## src/rtl/seg7_scan_ctrl.sv

```systemverilog
// Bus-mapped 6-digit multiplexed seven-segment scanner with a blanking guard between digits.
// Optional leading-zero blanking is compiled in with `define SEG7_LEADING_ZERO_BLANK_EN.
module seg7_scan_ctrl #(
  parameter int DIV_CYC   = 125000,
  parameter int GUARD_CYC = 4
) (
  input  logic        clk,
  input  logic        reset,
  input  logic        cs,
  input  logic        we,
  input  logic [1:0]  addr,
  input  logic [31:0] wdata,
  output logic [31:0] rdata,
  output logic [7:0]  seg_data,
  output logic [5:0]  seg_com
);

  localparam int CNT_MAX = (DIV_CYC > GUARD_CYC) ? DIV_CYC : GUARD_CYC;
  localparam int CNT_W   = (CNT_MAX > 1) ? $clog2(CNT_MAX) : 1;
  localparam logic [CNT_W-1:0] DIV_LAST   = CNT_W'(DIV_CYC - 1);
  localparam logic [CNT_W-1:0] GUARD_LAST = CNT_W'(GUARD_CYC - 1);

  typedef enum logic [1:0] {
    S_OFF   = 2'd0,
    S_DRIVE = 2'd1,
    S_GUARD = 2'd2
  } state_e;

  logic [23:0]      data_q;
  logic [5:0]       dots_q;
  logic             en_q;
  logic             lzb;
  state_e           state_q, state_d;
  logic [CNT_W-1:0] cnt_q, cnt_d;
  logic [2:0]       cur_digit_q, cur_digit_d;
  logic [7:0]       seg_data_q, seg_data_d;
  logic [5:0]       seg_com_q, seg_com_d;
  logic             wr_en;
  logic             unused_wdata;

  assign wr_en        = cs & we;
  assign unused_wdata = ^wdata[31:24];

  function automatic logic [6:0] hex7seg(input logic [3:0] n);
    case (n)
      4'h0: return 7'h3F;
      4'h1: return 7'h06;
      4'h2: return 7'h5B;
      4'h3: return 7'h4F;
      4'h4: return 7'h66;
      4'h5: return 7'h6D;
      4'h6: return 7'h7D;
      4'h7: return 7'h07;
      4'h8: return 7'h7F;
      4'h9: return 7'h6F;
      4'hA: return 7'h77;
      4'hB: return 7'h7C;
      4'hC: return 7'h39;
      4'hD: return 7'h5E;
      4'hE: return 7'h79;
      default: return 7'h71;
    endcase
  endfunction

  function automatic logic [3:0] nibble_sel(input logic [23:0] d, input logic [2:0] i);
    case (i)
      3'd0:    return d[3:0];
      3'd1:    return d[7:4];
      3'd2:    return d[11:8];
      3'd3:    return d[15:12];
      3'd4:    return d[19:16];
      3'd5:    return d[23:20];
      default: return 4'h0;
    endcase
  endfunction

  // Digit i is a leading zero when it and every more significant nibble are zero; digit 0 never is.
  function automatic logic lead_zero(input logic [23:0] d, input logic [2:0] i);
    case (i)
      3'd1:    return d[23:4]  == 20'h0;
      3'd2:    return d[23:8]  == 16'h0;
      3'd3:    return d[23:12] == 12'h0;
      3'd4:    return d[23:16] == 8'h0;
      3'd5:    return d[23:20] == 4'h0;
      default: return 1'b0;
    endcase
  endfunction

  always_ff @(posedge clk or posedge reset) begin
    if (reset) begin
      data_q <= '0;
      dots_q <= '0;
      en_q   <= 1'b0;
    end else if (wr_en) begin
      case (addr)
        2'd0:    data_q <= wdata[23:0];
        2'd1:    dots_q <= wdata[5:0];
        2'd2:    en_q   <= wdata[0];
        default: ;
      endcase
    end
  end

`ifdef SEG7_LEADING_ZERO_BLANK_EN
  logic lzb_q;

  always_ff @(posedge clk or posedge reset) begin
    if (reset) begin
      lzb_q <= 1'b0;
    end else if (wr_en && addr == 2'd2) begin
      lzb_q <= wdata[1];
    end
  end

  assign lzb = lzb_q;
`else
  assign lzb = 1'b0;
`endif

  always_ff @(posedge clk or posedge reset) begin
    if (reset) begin
      state_q     <= S_OFF;
      cnt_q       <= '0;
      cur_digit_q <= 3'd0;
    end else begin
      state_q     <= state_d;
      cnt_q       <= cnt_d;
      cur_digit_q <= cur_digit_d;
    end
  end

  // A cleared enable overrides every state, so re-enabling always starts at digit 0.
  always_comb begin
    state_d     = state_q;
    cnt_d       = cnt_q;
    cur_digit_d = cur_digit_q;
    if (!en_q) begin
      state_d     = S_OFF;
      cnt_d       = '0;
      cur_digit_d = 3'd0;
    end else begin
      case (state_q)
        S_OFF: begin
          state_d     = S_DRIVE;
          cnt_d       = '0;
          cur_digit_d = 3'd0;
        end
        S_DRIVE: begin
          if (cnt_q == DIV_LAST) begin
            state_d = S_GUARD;
            cnt_d   = '0;
          end else begin
            cnt_d = cnt_q + CNT_W'(1);
          end
        end
        S_GUARD: begin
          if (cnt_q == GUARD_LAST) begin
            state_d     = S_DRIVE;
            cnt_d       = '0;
            cur_digit_d = (cur_digit_q == 3'd5) ? 3'd0 : cur_digit_q + 3'd1;
          end else begin
            cnt_d = cnt_q + CNT_W'(1);
          end
        end
        default: begin
          state_d     = S_OFF;
          cnt_d       = '0;
          cur_digit_d = 3'd0;
        end
      endcase
    end
  end

  always_comb begin
    seg_com_d  = 6'b111111;
    seg_data_d = 8'h00;
    if (state_q == S_DRIVE) begin
      seg_com_d     = ~(6'b000001 << cur_digit_q);
      seg_data_d[7] = dots_q[cur_digit_q];
      seg_data_d[6:0] = (lzb && lead_zero(data_q, cur_digit_q)) ? 7'h00
                                                                : hex7seg(nibble_sel(data_q, cur_digit_q));
    end
  end

  always_ff @(posedge clk or posedge reset) begin
    if (reset) begin
      seg_com_q  <= 6'b111111;
      seg_data_q <= 8'h00;
    end else begin
      seg_com_q  <= seg_com_d;
      seg_data_q <= seg_data_d;
    end
  end

  assign seg_com  = seg_com_q;
  assign seg_data = seg_data_q;

  always_comb begin
    rdata = 32'h0;
    if (cs) begin
      case (addr)
        2'd0:    rdata = {8'h00, data_q};
        2'd1:    rdata = {26'h0, dots_q};
        2'd2:    rdata = {30'h0, lzb, en_q};
        default: rdata = {26'h0, cur_digit_q, 1'b0, state_q};
      endcase
    end
  end

endmodule

```

## config.mk

```make
export PLATFORM = sky130hd
export DESIGN_NAME = seg7_scan_ctrl
export DESIGN_NICKNAME = d
export VERILOG_FILES = /design/src/rtl/seg7_scan_ctrl.sv
export SDC_FILE = /design/constraint.sdc
export NUM_CORES = 1
export LEC_CHECK = 0
export CORE_MARGIN = 10
export CORE_UTILIZATION = 30
export CTS_CLUSTER_DIAMETER = 60
export DETAILED_ROUTE_END_ITERATION = 8
export REMOVE_ABC_BUFFERS = 1
export SLEW_MARGIN = 10
export SYNTH_ARGS = -nofsm -noshare
export SYNTH_HDL_FRONTEND = slang
export SYNTH_SLANG_ARGS = --single-unit
```

## constraint.sdc

```tcl
create_clock -name clk -period 2.8 [get_ports clk]
set_input_delay 0.56 -clock clk [delete_from_list [all_inputs] [get_ports clk]]
set_output_delay 0.56 -clock clk [all_outputs]
set_load 0.02 [all_outputs]
```

==> reports/qor.yml, run 1 <==
drt:
  drc_errors: 0
  routedWlPerCell_um: 15.52
  detailroute.via_count: 2772
  vias_per_cell: 4.628
  drt_wl_total_um: 9298
  dr.pass1.iters: 4
  drtIter0Drc: 166
  ant_nets: 0
pwr:
  power.density_mw_per_mm2: 656.9
  swShare_pct: 28.04
  p_clk_share_pct: 37.4
  p_switching_uw: 924.5
  p_leak_uw: 0.002402
  pwr-share-comb_pct: 24.9
  p_seq_share_pct: 37.7
  p_int_uw: 2372
  ir_drop_uv: 285.9
yosys:
  synth_cell_types: 59
  synth_seq_area_share_pct: 45.29
  synth.most_common_cell: "dfrtp_1"
  synthTopCellsByArea: "dfrtp_1 (41%), mux2_2 (10%), and2_1 (4.4%)"
  synth-edff-count: 0
  synthArstFlopShare_pct: 100.0
  syn-cell-area_mm2: 0.003719
  yosys-top-cells-count: "dfrtp_1 (61), nor2_1 (37), mux2_2 (33)"
  synth_flop_cell: "dfrtp_1"
  syn_area_per_cell_um2: 10.81
  yosys.area.top_type: "dfrtp_1"
  synth_cells: 344
  synth_seq_cells: 67
  yosys_warnings: 0
  yosysTopAreaCellShare_pct: 41.05
min_path:
  holdCritPathClass: "flip-flop to flip-flop"
  worstHoldStart: "cnt_q[0]"
  holdPathEnd: "cnt_q[0]"
  holdPathStages: 1
worst_setup_path:
  ff2ff_path_depth: 8
  cp_cell_sequence: "clkdlybuf4s50_1 -> buf_4 -> mux2i_1 -> o21ai_0 -> and2_1 -> dlygate4sd2_1"
  start_kind: "input port"
  critical_path.slowest_cell: "clkdlybuf4s50_1"
  reg2reg_from: "cur_digit_q[0]"
  required_ps: 2240
  reg2reg_to: "seg_data[1]"
  ff2ff_setup_slack_ps: 170
  critPathCaptureType: "output port"
  critPathMaxStageDelay_ps: 550
  criticalPathCategory: "input port to output port"
  cp_max_fo: 12
  worstPathArrival_ps: 2110
  critPathBufInv: 3
  critical-path-top-delay-family: "buffers and inverters"
global_route:
  grt_pass1_vias: 2865
  grt_max_degree: 68
  grt_overflow: 0
  grtUsageMet3_pct: 2.896
  grt_pass1_wl_um: 15180
  grt_util_all_layers_pct: 10.84
  use_met1_pct: 13.97
  grt-busiest-layer: "met2"
  antenna_found_initial: 0
  use_met2_pct: 16.61
timing:
  hold_ws_ps: 457.6
  fmax_mhz: 374.6
  hold_viol: 0
  fin_crit_ps: 2669
  finalCritPeriodShare_pct: 95.33
  rsz0062_at_grt: "no"
  tightest_slew_ps: 650.9
  finalSetupViolCount: 0
  relSlewSlack_pct: 56.47
  final_max_slew_viol_count: 0
  skew_ps: 5.962
  fin_ws_ps: 130.8
clock_tree:
  cts_buffers: 9
  cts_tree: "built"
  clock-sinks: 67
  clk_pin_slew_worst_paths_ps: 50
  htreeDepth: 3
  ctsHoldBuffers: 0
  clock_path_buffers: 2
  clockRootBuffer: "clkbuf_16"
  clock_latency_ps: 330
  postCtsSetupBuffers: 0
floorplan:
  ios: 84
  rows: 40
  dieArea_mm2: 0.01725
  die-width_um: 131.3
  die_h_um: 131.3
  start_util_pct: 30.83
  placeableCoreArea_mm2: 0.01206
final_layout:
  fin_nets: 476
  syn2layout_area_growth_pct: 34.96
  antenna_cells: 0
  fillers: 1152
  utilization_pct: 41.61
  drive_gt1_share_pct: 19.95
status:
  status: "completed"
place:
  pre_cts_ws_ps: -114.9
  place_hpwl_um: 7053
  gp_congestion: 0.7887
  portBuffers: 67
run:
  drv_cap: 0
==> power by group through the flow <==
stage                     logic [µW]  registers (µW)  clock network (µW)
after floorplan                  460            1280                   0
final                            821            1240                1230
after global routing             893            1260                1310
after global placement           825            1250                   0
after CTS                        833            1240                1260
after detailed placement         834            1260                   0
==> worst register-to-register path: stages, from the launching register on <==
cell and delay (ps):
dfrtp_2 400, mux4_2 520, a221o_1 340, nand2_1 100
inv_1 80, ha_1 310, or4_1 520, o21ai_0 180
a21oi_1 60
==> cells in the final DEF, fill, tap and decap left out, types with 4 or more instances in the layout <==
cell,count
mux4_2,4
dfrtp_1,60
buf_4,17
dlygate4sd2_1,6
conb_1,8
o21ai_0,9
ha_1,12
mux2i_1,10
mux2_2,33
clkdlybuf4s50_1,43
nor2_1,37
inv_1,13
clkbuf_16,9
dlymetal6s2s_1,18
xor2_1,5
nand2_1,18
and2_1,26
dfstp_2,6
xnor2_1,10
nand3_1,12
nand4_1,6
nor3_1,4
==> state kept, by name (all words and copies together), names as in the netlist <==
| register | flops |
|---|---|
| en_q | 1 |
| cur_digit_q | 3 |
| state_q | 2 |
| data_q | 24 |
| seg_data | 8 |
| dots_q | 6 |
| seg_com | 6 |
| cnt_q | 17 |
==> cell type report <==
class,instances,area (µm²),area share [%]
multi-input combinational,249,1886,37.57
sequential,67,1685,33.58
clock buffer,12,256.5,5.111
timing repair buffer,85,855.8,17.05
tap,168,210.2,4.188
inverter,14,52.55,1.047
clock inverter,4,72.57,1.446
==> cells by family (layout without fill, tap and decap cells) <==
| family | after synthesis | count (layout) | synth area share (%) |
|---|---|---|---|
| adder cells (fa/ha/maj) | 12 | 12 | 4.038 |
| buffers and inverters | 35 | 115 | 4.744 |
| XOR/XNOR | 15 | 15 | 3.533 |
| AND/OR/NAND/NOR | 130 | 130 | 18.71 |
| flip-flops | 67 | 67 | 45.29 |
| AO/OA/AOI/OAI | 36 | 36 | 7.975 |
| multiplexers | 48 | 48 | 15.61 |
| other | 1 | 8 | 0.1008 |
==> stage by stage <==
| stage | total power, µW | setup TNS, ps | instance area (µm²) | std cells |
|---|---|---|---|---|
| 3_3_place_gp | 2079 | -593.4 | 4654 | 583 |
| 6_report | 3296 | 0 | 5019 | 599 |
| 4_1_cts | 3337 | 0 | 4976 | 599 |
| 2_1_floorplan | 1741 | -1179 | 3621 | 330 |
| 5_1_grt | 3472 | 0 | 5019 | 599 |
| 3_5_place_dp | 2094 | -467.5 | 4654 | 583 |
==> per-layer routing <==
layer	up-vias	wire, µm
li1	1366	-
met1	1328	4416
met2	63	4264
met3	15	457
met4	0	159
met5	-	0
==> what timing repair did <==
action | in CTS | in global routing
gates cloned | 0 | 0
endpoints found under the setup margin | 6 | 19
gates resized for setup | 6 | 20
==> how the worst max path moves through the flow <==
stage / start / endpoint / slack [ps] / cells after the start
floorplan: cur_digit_q[0] / seg_data[1] / -70 / 8
global placement: addr[0] / rdata[4] / -150 / 6
detailed placement: addr[0] / rdata[0] / -110 / 4
CTS: addr[1] / rdata[8] / 2 / 6
global route: addr[0] / rdata[3] / 50 / 6
finish: addr[0] / rdata[4] / 130 / 6
Note: power is estimated with default switching activity, not from simulation.
==> run 2: changes to the inputs <==
--- a/config.mk
+++ b/config.mk
@@ -5,6 +5,7 @@
 export SDC_FILE = /design/constraint.sdc
 export NUM_CORES = 1
 export LEC_CHECK = 0
+export CAP_MARGIN = 20
 export CORE_MARGIN = 10
 export CORE_UTILIZATION = 30
 export CTS_CLUSTER_DIAMETER = 60
==> results of run 2 <==
Same layout as run 1: the final DEF is identical, and so are final timing and power.
==> run 3: changes to the inputs <==
--- a/config.mk
+++ b/config.mk
@@ -6,6 +6,7 @@
 export NUM_CORES = 1
 export LEC_CHECK = 0
 export CAP_MARGIN = 20
+export CORE_ASPECT_RATIO = 2
 export CORE_MARGIN = 10
 export CORE_UTILIZATION = 30
 export CTS_CLUSTER_DIAMETER = 60
@@ -15,3 +16,4 @@
 export SYNTH_ARGS = -nofsm -noshare
 export SYNTH_HDL_FRONTEND = slang
 export SYNTH_SLANG_ARGS = --single-unit
+export TNS_END_PERCENT = 50
==> run 3 against run 2 <==
Global-route usage up 0.47 points. Sequential power about the same. Largest cell class unchanged. Combinational power about the same. Clock power down 9.8%. Sequential share of layout area up 0.62 points. Wire length up 0.72%. Highest routed layer unchanged. Final area down 1.8%. Power down 3.7%. Critical path depth up 2. Clock-buffer cell count down 2.
==> reports/qor.yml, run 3 (synthesis gave the netlist of run 1 again) <==
drt:
  dr.pass1.iters: 5  # was 4
  drt_wl_total_um: 9365  # was 9298 µm
  detailroute.via_count: 2847  # was 2,772
  routedWlPerCell_um: 16.09  # was 15.52 µm
  ant_nets: 0  # unchanged
  drtIter0Drc: 126  # was 166
  drc_errors: 0  # unchanged
  vias_per_cell: 4.892  # was 4.628
place:
  place_hpwl_um: 7287  # was 7053 µm
  gp_congestion: 0.8343  # was 0.7887
  pre_cts_ws_ps: -128.6  # was -114.9 ps
  portBuffers: 67  # unchanged
clock_tree:
  clockRootBuffer: "clkbuf_16"  # unchanged
  htreeDepth: 3  # unchanged
  cts_tree: "built"  # unchanged
  cts_buffers: 9  # unchanged
  clock_latency_ps: 330  # about the same
  clock-sinks: 67  # unchanged
  clk_pin_slew_worst_paths_ps: 60  # was 50 ps
  postCtsSetupBuffers: 0  # unchanged
  clock_path_buffers: 2  # unchanged
timing:
  tightest_slew_ps: 658.2  # was 650.9 ps
  fin_crit_ps: 2669  # about the same
  finalCritPeriodShare_pct: 95.32  # was 95.33%
  finalSetupViolCount: 0  # unchanged
  skew_ps: 8.479  # was 5.962 ps
  fmax_mhz: 374.7  # was 374.6 MHz
  fin_ws_ps: 131.1  # was 130.8 ps
  relSlewSlack_pct: 55.99  # was 56.47%
  final_max_slew_viol_count: 0  # unchanged
  rsz0062_at_grt: "no"  # unchanged
  hold_ws_ps: 453.2  # was 457.6 ps
  hold_viol: 0  # unchanged
floorplan:
  die_h_um: 177.5  # was 131.3 µm
  placeableCoreArea_mm2: 0.01212  # was 0.01206 mm²
  rows: 57  # was 40
  start_util_pct: 30.67  # was 30.83%
  dieArea_mm2: 0.01752  # was 0.01725 mm²
  ios: 84  # unchanged
  die-width_um: 98.73  # was 131.3 µm
pwr:
  power.density_mw_per_mm2: 644.0  # was 656.9 mW/mm²
  p_total_uw: 3173  # was 3296 µW
  p_leak_uw: 0.002167  # was 0.002402 µW
  ir_drop_uv: 359.2  # was 285.9 µV
global_route:
  grt_overflow: 0  # unchanged
  grt_pass1_wl_um: 15920  # was 15,180 µm
  grt_pass1_vias: 3091  # was 2,865
  antenna_found_initial: 0  # unchanged
  grt_max_degree: 68  # unchanged
  grt_util_all_layers_pct: 11.31  # was 10.84%
final_layout:
  drive_gt1_share_pct: 20.92  # was 19.95%
  antenna_cells: 0  # unchanged
  largest_reg_flops: 24  # unchanged
  largest_register: "data_q"  # unchanged
  fin_nets: 480  # was 476
  final_cell_mix: "dfrtp_1 (60), clkdlybuf4s50_1 (44), nor2_1 (37)"  # was dfrtp_1 (60), clkdlybuf4s50_1 (43), nor2_1 (37)
  final_common_cell: "dfrtp_1"  # unchanged
  syn2layout_area_growth_pct: 32.50  # was 34.96%
worst_setup_path:
  cp_max_fo: 5  # was 12
  start_kind: "flip-flop"  # was input port
  worstPathArrival_ps: 2880  # was 2110 ps
  crit_path_end: "seg_data[1]"  # was rdata[4]
  cp-startpoint: "cur_digit_q[0]"  # was addr[0]
  reg2reg_to: "seg_data[1]"  # unchanged
  reg2reg_from: "cur_digit_q[0]"  # unchanged
  ff2ff_setup_slack_ps: 130  # was 170 ps
  required_ps: 3010  # was 2240 ps
  ff2ff_path_depth: 8  # unchanged
  criticalPathCategory: "flip-flop to flip-flop"  # was input port to output port
  critPathCaptureType: "flip-flop"  # was output port
min_path:
  holdCritPathClass: "flip-flop to flip-flop"  # unchanged
run:
  drv_cap: 0  # unchanged
status:
  status: "completed"  # unchanged
-- run 3: cell types whose count changed in the layout (fill, tap and decap cells not counted), sizes merged --
cell	before	now
clkdlybuf4s50	43	44
clkinv	1	2
clkinvlp	1	3
bufinv	2	1
dlymetal6s2s	18	1
buf	18	24
dlygate4sd2	6	20
clkbuf	12	10
-- run 3: how the worst min path moves through the flow --
stage | depth (start not counted) | to | slack, ps | startpoint
2_1_floorplan | 1 | cnt_q[0] | 430 | cnt_q[0]
3_3_place_gp | 1 | cnt_q[0] | 440 | cnt_q[0]
3_5_place_dp | 1 | cnt_q[0] | 450 | cnt_q[0]
4_1_cts | 1 | cnt_q[0] | 450 | cnt_q[0]
5_1_grt | 1 | cnt_q[0] | 470 | cnt_q[0]
6_report | 1 | cnt_q[0] | 450 | cnt_q[0]
-- run 3: cell type report --
class                   instances  area, µm²
clock buffers                  10      229.0
clock inverters                 6      66.31
well taps                     147      183.9
flip-flops and latches         67       1685
inverters                      14      52.55
multi-input cells             249       1889
fillers                      1194       7197
repair buffers                 89      820.8
-- run 3: repair_timing --
action	CTS	global route
hold buffers	0	0
resized for setup	20	2
setup endpoints to repair	20	2
-- run 3: through the flow --
stage | std cells | area, µm² | utilization [%] | setup TNS, ps
after floorplan | 330 | 3621 | - | -1179
after global placement | 566 | 4653 | 38.38 | -1319
after detailed placement | 566 | 4653 | 38.38 | -1522
after CTS | 582 | 4923 | 40.61 | 0
after global routing | 582 | 4927 | 40.64 | 0
final | 582 | 4927 | 40.64 | 0
-- run 3: layer usage --
metal	GRT usage (%)	routed length, µm	share of wire [%]	vias to the layer above
met5	0	0	0	-
met4	5.642	202	2.2	0
met3	3.154	470	5.0	10
met2	21.13	5301	57	65
met1	10.95	3389	36	1408
li1	-	-	-	1364
-- run 3: report_power, final --
part	switching, µW	internal (µW)
sequential	108	1130
clock	425	689
combinational	407	414
-- run 3: worst max-delay path, stage by stage (launching register included) --
cell     delay, ps
dfrtp_2        410
mux4_1         570
a221o_1        340
nand2_1        100
inv_1           80
ha_1           300
or4_1          520
o21ai_0        160
a21oi_1         70
